### src/rtl/sarray_seq.sv
// sarray_seq: tensor load/store sequencer in front of the systolic array.
// Accepts one tensor instruction at a time (PRELOADA, TMMA, STOREC, NOP).
// Loads issue a strided burst of read requests with a bounded number of reads
// in flight and forward each returned beat, tagged with its index, to the
// A buffer or the array top edge. STOREC passes result beats from the array
// bottom straight through to strided write requests. Each instruction
// finishes with a one-cycle done pulse.

package sarray_seq_pkg;

  // Encoding of tinst_type_i.
  typedef enum logic [1:0] {
    TI_PRELOADA = 2'd0,
    TI_TMMA     = 2'd1,
    TI_STOREC   = 2'd2,
    TI_NOP      = 2'd3
  } tinst_e;

  // Sequencer state. A NOP completes from IDLE and needs no state of its own.
  typedef enum logic [1:0] {
    S_IDLE  = 2'd0,
    S_LOAD  = 2'd1,
    S_STORE = 2'd2
  } state_e;

endpackage

module sarray_seq
  import sarray_seq_pkg::*;
#(
  parameter int ADDR_W       = 64,
  parameter int DATA_W       = 256,
  parameter int BEATS        = 64,
  parameter int STRIDE_SHIFT = 8,
  parameter int MAX_OUTST    = 4,
  parameter int CNT_W        = $clog2(BEATS)
) (
  input  logic              clk,
  input  logic              rst_n,

  // Instruction port
  input  logic              tinst_valid_i,
  output logic              tinst_ready_o,
  input  logic [1:0]        tinst_type_i,
  input  logic [ADDR_W-1:0] tinst_addr_i,
  input  logic              tinst_acc_i,

  // Read request channel
  output logic              ar_valid_o,
  input  logic              ar_ready_i,
  output logic [ADDR_W-1:0] ar_addr_o,

  // Read data channel
  input  logic              r_valid_i,
  output logic              r_ready_o,
  input  logic [DATA_W-1:0] r_data_i,

  // Forwarded load beats
  output logic              ld_valid_o,
  output logic              ld_dst_o,
  output logic [CNT_W-1:0]  ld_idx_o,
  output logic              ld_acc_o,
  output logic [DATA_W-1:0] ld_data_o,

  // Result beats from the array bottom
  input  logic              st_valid_i,
  output logic              st_ready_o,
  input  logic [DATA_W-1:0] st_data_i,

  // Write request channel
  output logic              aw_valid_o,
  input  logic              aw_ready_i,
  output logic [ADDR_W-1:0] aw_addr_o,
  output logic [DATA_W-1:0] aw_data_o,

  // Completion
  output logic              done_o
);

  // Outstanding counter must hold MAX_OUTST itself, not just MAX_OUTST-1.
  localparam int OUT_W = $clog2(MAX_OUTST + 1);

  localparam logic [CNT_W:0]   BEATS_C = (CNT_W + 1)'(BEATS);
  localparam logic [CNT_W-1:0] LAST_C  = CNT_W'(BEATS - 1);
  localparam logic [OUT_W-1:0] OUTST_C = OUT_W'(MAX_OUTST);

  // ---------------------------------------------------------------------------
  // Registers
  // ---------------------------------------------------------------------------
  state_e              r_state;
  tinst_e              r_type;
  logic [ADDR_W-1:0]   r_base;
  logic                r_acc;

  // One extra bit so the request counter can reach BEATS and stop requesting
  // while the tail of the burst is still in flight.
  logic [CNT_W:0]      r_ar_cnt;
  logic [CNT_W-1:0]    r_rd_cnt;
  logic [CNT_W-1:0]    r_wr_cnt;
  logic [OUT_W-1:0]    r_outst;

  logic                r_done;
  logic                r_ld_valid;
  logic                r_ld_dst;
  logic [CNT_W-1:0]    r_ld_idx;
  logic                r_ld_acc;
  logic [DATA_W-1:0]   r_ld_data;

  // ---------------------------------------------------------------------------
  // Decode
  // ---------------------------------------------------------------------------
  tinst_e              w_tinst_type;
  logic                w_idle;
  logic                w_in_load;
  logic                w_in_store;
  logic                w_ar_room;
  logic                w_ar_valid;
  logic                w_ar_hs;
  logic                w_r_hs;
  logic                w_aw_hs;
  logic                w_rd_last;
  logic                w_wr_last;
  logic [ADDR_W-1:0]   w_ar_off;
  logic [ADDR_W-1:0]   w_aw_off;
  logic [ADDR_W-1:0]   w_ar_addr;
  logic [ADDR_W-1:0]   w_aw_addr;

  logic                w_aw_valid;
  logic                w_st_ready;
  logic [ADDR_W-1:0]   w_aw_addr_out;
  logic [DATA_W-1:0]   w_aw_data_out;

  assign w_tinst_type = tinst_e'(tinst_type_i);
  assign w_idle       = (r_state == S_IDLE);
  assign w_in_load    = (r_state == S_LOAD);
  assign w_in_store   = (r_state == S_STORE);

  // A request is only offered while beats remain and a read slot is free, so
  // ar_valid_o can only fall without a handshake when the slots run out.
  assign w_ar_room  = (r_ar_cnt < BEATS_C) && (r_outst < OUTST_C);
  assign w_ar_valid = w_in_load && w_ar_room;

  assign w_ar_hs   = w_ar_valid && ar_ready_i;
  assign w_r_hs    = w_in_load && r_valid_i;
  assign w_aw_hs   = w_aw_valid && aw_ready_i;
  assign w_rd_last = (r_rd_cnt == LAST_C);
  assign w_wr_last = (r_wr_cnt == LAST_C);

  // Strided addresses; the sum deliberately wraps modulo 2^ADDR_W.
  assign w_ar_off  = ADDR_W'(r_ar_cnt) << STRIDE_SHIFT;
  assign w_aw_off  = ADDR_W'(r_wr_cnt) << STRIDE_SHIFT;
  assign w_ar_addr = r_base + w_ar_off;
  assign w_aw_addr = r_base + w_aw_off;

  // Zero-latency store pass-through, forced quiet outside STORE.
  always_comb begin
    // NOTE: every signal driven here gets a default first, so no path through
    // the block leaves it unassigned and no latch is inferred.
    w_aw_valid    = 1'b0;
    w_st_ready    = 1'b0;
    w_aw_addr_out = '0;
    w_aw_data_out = '0;
    if (w_in_store) begin
      w_aw_valid    = st_valid_i;
      w_st_ready    = aw_ready_i;
      w_aw_addr_out = w_aw_addr;
      w_aw_data_out = st_data_i;
    end
  end

  // ---------------------------------------------------------------------------
  // Control FSM: instruction accept, burst counters, read slots, completion.
  // ---------------------------------------------------------------------------
  always_ff @(posedge clk or negedge rst_n) begin
    if (!rst_n) begin
      r_state  <= S_IDLE;
      r_type   <= TI_PRELOADA;
      r_base   <= '0;
      r_acc    <= 1'b0;
      r_ar_cnt <= '0;
      r_rd_cnt <= '0;
      r_wr_cnt <= '0;
      r_outst  <= '0;
      r_done   <= 1'b0;
    end else begin
      // NOTE: sequential state is written with non-blocking assignments so
      // every register samples pre-edge values regardless of statement order;
      // a later assignment to the same register in this block takes priority.
      r_done <= 1'b0;

      case (r_state)
        S_IDLE: begin
          if (tinst_valid_i) begin
            r_type <= w_tinst_type;
            r_base <= tinst_addr_i;
            // Only TMMA carries an accumulate flag; a PRELOADA never does.
            r_acc  <= (w_tinst_type == TI_TMMA) && tinst_acc_i;
            case (w_tinst_type)
              TI_PRELOADA: r_state <= S_LOAD;
              TI_TMMA:     r_state <= S_LOAD;
              TI_STOREC:   r_state <= S_STORE;
              TI_NOP:      r_done  <= 1'b1;
              default:     r_state <= S_IDLE;
            endcase
          end
        end

        S_LOAD: begin
          if (w_ar_hs) begin
            r_ar_cnt <= r_ar_cnt + 1'b1;
          end
          // A request and a return in the same cycle cancel out.
          if (w_ar_hs && !w_r_hs) begin
            r_outst <= r_outst + 1'b1;
          end else if (!w_ar_hs && w_r_hs) begin
            r_outst <= r_outst - 1'b1;
          end
          if (w_r_hs) begin
            r_rd_cnt <= r_rd_cnt + 1'b1;
            if (w_rd_last) begin
              r_state  <= S_IDLE;
              r_done   <= 1'b1;
              r_ar_cnt <= '0;
              r_rd_cnt <= '0;
              r_outst  <= '0;
            end
          end
        end

        S_STORE: begin
          if (w_aw_hs) begin
            r_wr_cnt <= r_wr_cnt + 1'b1;
            if (w_wr_last) begin
              r_state  <= S_IDLE;
              r_done   <= 1'b1;
              r_wr_cnt <= '0;
            end
          end
        end

        default: begin
          r_state <= S_IDLE;
        end
      endcase
    end
  end

  // ---------------------------------------------------------------------------
  // Load forwarding register: one cycle from read return to the array side.
  // ---------------------------------------------------------------------------
  always_ff @(posedge clk or negedge rst_n) begin
    if (!rst_n) begin
      r_ld_valid <= 1'b0;
      r_ld_dst   <= 1'b0;
      r_ld_idx   <= '0;
      r_ld_acc   <= 1'b0;
      r_ld_data  <= '0;
    end else begin
      r_ld_valid <= w_r_hs;
      if (w_r_hs) begin
        r_ld_data <= r_data_i;
        r_ld_idx  <= r_rd_cnt;
        r_ld_dst  <= (r_type == TI_TMMA);
        r_ld_acc  <= r_acc;
      end
    end
  end

  // ---------------------------------------------------------------------------
  // Outputs
  // ---------------------------------------------------------------------------
  assign tinst_ready_o = w_idle;

  assign ar_valid_o = w_ar_valid;
  assign ar_addr_o  = w_in_load ? w_ar_addr : '0;
  assign r_ready_o  = w_in_load;

  assign ld_valid_o = r_ld_valid;
  assign ld_dst_o   = r_ld_dst;
  assign ld_idx_o   = r_ld_idx;
  assign ld_acc_o   = r_ld_acc;
  assign ld_data_o  = r_ld_data;

  assign st_ready_o = w_st_ready;
  assign aw_valid_o = w_aw_valid;
  assign aw_addr_o  = w_aw_addr_out;
  assign aw_data_o  = w_aw_data_out;

  assign done_o = r_done;

endmodule

### config.mk
export PLATFORM = sky130hd
export DESIGN_NAME = sarray_seq
export DESIGN_NICKNAME = d
export VERILOG_FILES = /design/src/rtl/sarray_seq.sv
export SDC_FILE = /design/constraint.sdc
export NUM_CORES = 1
export LEC_CHECK = 0
export ABC_AREA = 1
export ABC_CLOCK_PERIOD_IN_PS = 6400
export CAP_MARGIN = 20
export CORE_AREA = 2 2 480 482
export DETAILED_ROUTE_END_ITERATION = 10
export DIE_AREA = 0 0 482 484
export GPL_ROUTABILITY_DRIVEN = 0
export GPL_TIMING_DRIVEN = 0
export PLACE_DENSITY_LB_ADDON = 0.12
export SETUP_SLACK_MARGIN = 0.15
export SLEW_MARGIN = 5
export SYNTH_ARGS = -nofsm -noshare
export SYNTH_HDL_FRONTEND = slang
export SYNTH_SLANG_ARGS = --single-unit
### constraint.sdc
create_clock -name clk -period 6.4 [get_ports clk]
set_input_delay 0.96 -clock clk [delete_from_list [all_inputs] [get_ports clk]]
set_output_delay 0.96 -clock clk [all_outputs]
set_load 0.005 [all_outputs]
======== Word level (Yosys, flattened, before mapping) ========
Cells that the tools add are included.
word-level totals
  register bits ........................... 357
  input bits .............................. 586
  output and inout bits ................... 655
  logic and storage cells ................. 82
operators by class
  add/sub/neg operators ................... 7
  order comparisons ....................... 2
  eq/ne operators ......................... 14
  multiplexer cells ....................... 28
  reduce and logical (&&, ||, !) cells .... 17
operators with widths
  cell                                                  number
  two-way mux 256 bit                                   1
  two-way mux 64 bit                                    2
  adder 64 x 14 -> 64 bit                               1
  adder 64 x 15 -> 64 bit                               1
  two-way mux 7 bit                                     3
  adder 6 x 1 -> 6 bit (second input constant)          2
  equality test 6 bit (second input constant)           2
  two-way mux 3 bit                                     4
  two-way mux 6 bit                                     2
  two-way mux 2 bit                                     5
  logical AND 1 bit                                     8
  two-way mux 1 bit                                     8
  != test 2 x 1 -> 1 bit (second input constant)        4
  adder 7 x 1 -> 7 bit (second input constant)          1
  < comparator 7 bit (second input constant)            1
  equality test 2 x 1 -> 1 bit (second input constant)  3
  equality test 2 bit (second input constant)           3
  case mux 2 bit (3 select lines)                       1
  AND reduction 2 bit                                   3
  AND reduction 6 bit                                   1
  logical NOT 2 bit                                     2
  case mux 2 bit (2 select lines)                       1
  adder 3 x 1 -> 3 bit (second input constant)          1
  < comparator 3 bit (second input constant)            1
  other kinds (6)                                       7

======== Longest topological paths before layout ========
  depth after elaboration ................. 10
  depth in mapped cells ................... 12
  mapped depth without buffers ............ 12

======== Worst setup path before layout ========
No wires, ideal clock.
  path type ............................... reg2out
  start ................................... reg r_wr_cnt[0]
  end ..................................... out aw_addr_o[56]
  data arrival time ....................... 1.958 ns
  required time ........................... 5.440 ns
  setup slack ............................. 3.482 ns
  cell stages (with the launch flop) ...... 13
  buffers on the path ..................... 0
  cells stage by stage .................... dfrtp_1 ha_1 inv_1 fa_1 nor2_1 nor2_2 inv_1 nand2_1 nand2_1 nand2_2 o21bai_1 nand2_1 nor2_1
on the way
  longest elaborated chain between the ends .. 2
ends and longest elaborated chain
  element                   RTL line  text
  start: declaration        99        logic [CNT_W-1:0] r_wr_cnt;
  start signal: assignment  232       r_wr_cnt <= r_wr_cnt + 1'b1;
  adder 64 x 14 -> 64 bit   153       assign w_aw_addr = r_base + w_aw_off;
  two-way mux 64 bit        163       if (w_in_store) begin
  end: declaration          73        output logic [ADDR_W-1:0] aw_addr_o,
Every way passes these cells.

======== Final worst setup path ========
  start ................................... reg r_state[1]
  end ..................................... out aw_data_o[254]
on the way
  longest elaborated chain between the ends .. 2
ends and longest elaborated chain
  element                   RTL line  text
  start: declaration        90        state_e r_state;
  start signal: assignment  176       r_state <= S_IDLE;
  start signal: assignment  199       TI_PRELOADA: r_state <= S_LOAD;
  start signal: assignment  200       TI_TMMA: r_state <= S_LOAD;
  equality test 2 bit       136       assign w_in_store = (r_state == S_STORE);
  two-way mux 256 bit       163
  end: declaration          74        output logic [DATA_W-1:0] aw_data_o,
Every way passes these cells.

==> impl_metrics.ini <==
[worst_setup_path]
crit_end = aw_data_o[254]
r2r-start = r_state[1]$_DFFE_PN0P_
r2r_cells = 7
worst-path-max-fanout = 10
crit_chain = inv_1 > nor2_2 > inv_2 > clkbuf_2 > buf_1 > nor2_1 > clkdlybuf4s50_1
r2r_end = ld_data_o[190]$_DFFE_PN0P_
slowest_delay_ns = 0.65
cp-start-kind = flop
arrival_ns = 4.19
crit_slowest_cell = clkdlybuf4s50_1
critical_path_class = reg2out
startpoint = r_state[1]$_DFFE_PN0P_
r2r_setup_slack_ns = 3.64
cp.required_ns = 5.44
endpoint_kind = output port

[timing]
rsz0062_at_grt = false
worstMarginPinSlew_ns = 1.18
hold_ws_ns = 0.0792
drv_slew = 0
fin_crit_sh_pct = 80.5
period_needed_ns = 5.15
hold_viol_final = 0
setup_violations = 0
max_freq_mhz = 194
max-slew-margin-rel_pct = 21.1
finClkSkew_ns = 0.0874

[placement]
place_area_mm2 = 0.0364
dp_cells = 7266
post-dp-hpwl_um = 158000
io_buffers = 1240

[die]
core.rowCount = 176
initial_core_util_pct = 8.76
io_pins = 1241
die_h_um = 484
die_area_mm2 = 0.233
die_x_um = 482
coreArea_mm2 = 0.229

[global_route]
grt_pass1_wl_um = 234000
track_usage_pct = 15.0
grt_busiest_layer = met2
use_met1_pct = 15.1
met2_usage_pct = 28.5
grt_max_degree = 94
grt_antenna_before_repair = 90
grtUsageMet3_pct = 5.52
grt_pass1_vias = 24800
grt_overflow_total = 0

[power]
ir_worst_vdd_uv = 233
pwr-share-seq_pct = 28.6
swShare_pct = 42.0
combPwrFrac_pct = 48.0
p_int_uw = 8530
leakagePower_uw = 0.0175
p_per_area_mw_per_mm2 = 382
switching_power_uw = 6170
power_uw = 14700
clockPowerShare_pct = 23.5

[cells_and_area]
layout.nets = 4905
fillerInstances = 26200
layout_common_cells = 1,239 x clkdlybuf4s50_1, 1,234 x nand2_1, 469 x nor2_1
layoutNonFillerInstCount = 7390
final_area_mm2 = 0.0385
layout_commonest_cell = clkdlybuf4s50_1
final_layout_size_suffix_gt1_share_pct = 5.61
area_delta_synth_final_pct = 92.2
register_area_mm2 = 0.00893
multi_input_area_mm2 = 0.00902

[logic_synthesis]
yosys.cell_types.count = 42
ys_seq_area_share_pct = 44.6
synth_nets = 3598
ys_seq_elements = 357
avgSynthCellArea_um2 = 6.69
syn_area_mm2 = 0.0200
synthCells = 2992
yosys_warnings = 0

[run_status]
status = complete, no violations

[clocking]
post_cts_resized = 0
cts_buffer_depth = 3
hold_buffers = 0
clk_pin_slew_worst_paths_ns = 0.06
clkLatencyLatePin_ns = 0.73
htreeDepth = 2
root_buffer = clkbuf_16
cts.sinks = 357
cts_post_setup_buffers_inserted = 0
cts_buffers = 57
cts_tree = built

[drt]
via_per_inst = 3.28
drt_iter0_markers = 1341
drcViolationCount = 0
ant_nets = 0
drt-total-wl_um = 182000
post_drt_wl_per_cell_um = 24.6
vias = 24300
drt_first_pass_iters = 5

[min_path]
min_path_type = in2async

[flow_run]
drv_cap = 0
## cells by family (layout without fill, tap and decap cells)
logic type	Yosys count	count (layout)	share of synthesized area, %
other	0	17	0
AND/OR/NAND/NOR	1905	1905	38.5
buffers and inverters	530	1885	10.4
AO/OA/AOI/OAI	157	157	4.21
XOR/XNOR	23	23	1.01
adder cells (fa/ha/maj)	20	20	1.32
flip-flops	357	357	44.6
## registers in the layout, summed over array words and instances, names as in the netlist
name        flops
done_o          1
ld_valid_o      1
ld_dst_o        1
ld_acc_o        1
r_state         2
r_ar_cnt        7
r_outst         3
r_wr_cnt        6
r_acc           1
r_rd_cnt        6
ld_idx_o        6
r_base         64
r_type          2
ld_data_o     256
## cell usage after synthesis
master    number  area [um^2]
nor3_1        15         75.1
buf_2         35          175
inv_1        390         1460
o221ai_1       1         8.76
xor2_1        20          175
o21a_1         3         22.5
nand4_1       24          150
fa_1           2         40.0
nor2_1       471         1770
nand3_1       80          400
or2_2          2         12.5
a21oi_2        1         8.76
ha_1          18          225
a31oi_1        5         31.3
o21ai_4        2         32.5
inv_2         14         52.6
and2_4         1         8.76
xnor2_1        3         26.3
nand3b_1       2         15.0
buf_4         11         82.6
clkbuf_1      68          255
clkinv_1       1         3.75
nand3_2        5         50.1
nor2_2        27          169
o21ai_1        6         30.0
a21oi_1       61          305
o211ai_1       1         7.51
buf_1         10         37.5
nand2_2       15         93.8
nand2_4        7         78.8
nor2_8         3         60.1
dfrtp_1      357         8930
o21ai_0       72          360
nor3b_1        1         7.51
o21bai_1       2         15.0
nand2_1     1234         4630
o22ai_1        2         12.5
a21boi_0       1         7.51
and2_1         3         18.8
nor2_4        14          158
inv_4          1         6.26
and3_1         1         6.26
## routing by layer
layer / part of all wire [%] / vias up / wire length, um
li1: - / 11600 / -
met1: 35 / 11400 / 63800
met2: 53 / 1034 / 96500
met3: 9.0 / 262 / 16400
met4: 2.6 / 30 / 4750
met5: 0.11 / - / 207
## cell type report
type                            instances  area share, %
Sequential cell                       357           23.2
Inverter                              406           3.97
Timing Repair Buffer                 1248           32.7
Antenna cell                           17          0.111
Clock buffer                           86           4.38
Tap cell                             3026           9.84
Clock inverter                         21          0.907
Buffer                                124           1.44
Multi-Input combinational cell       2105           23.4
## power groups by stage
stage	clock network (uW)	registers (uW)	logic (uW)
after floorplan	0	4010	2490
after detailed placement	0	4210	7260
after CTS	3620	4210	7290
after global placement	0	4230	7280
final	3450	4200	7050
after global routing	3680	4350	7770
## critical path, delay by kind of cell, from the launching register on
family                 cells  cell delay (ns)
DFF                        1             0.38
and+or+nand+nor            2             1.10
buffers and inverters      5             2.03
## how the worst min path moves through the flow
stage,from,endpoint
2_1_floorplan,r_acc$_DFFE_PN0P_,ld_acc_o$_DFFE_PN0P_
3_3_place_gp,ld_data_o[54]$_DFFE_PN0P_,ld_data_o[54]$_DFFE_PN0P_
3_5_place_dp,ld_data_o[177]$_DFFE_PN0P_,ld_data_o[177]$_DFFE_PN0P_
4_1_cts,rst_n,ld_data_o[55]$_DFFE_PN0P_
5_1_grt,rst_n,ld_data_o[50]$_DFFE_PN0P_
6_report,rst_n,ld_data_o[55]$_DFFE_PN0P_
## through the flow
| stage | TNS, ns | utilization, % | worst slack [ns] |
|---|---|---|---|
| finish | 0 | 16.8 | 1.25 |
| global route | 0 | 16.8 | 1.02 |
| CTS | 0 | 16.8 | 0.980 |
| detailed placement | 0 | 15.9 | 1.74 |
| global placement | -5716.01 | 15.8 | -16.17 |
| floorplan | 0 | - | 3.48 |
Power figures use the tool's default switching activity.
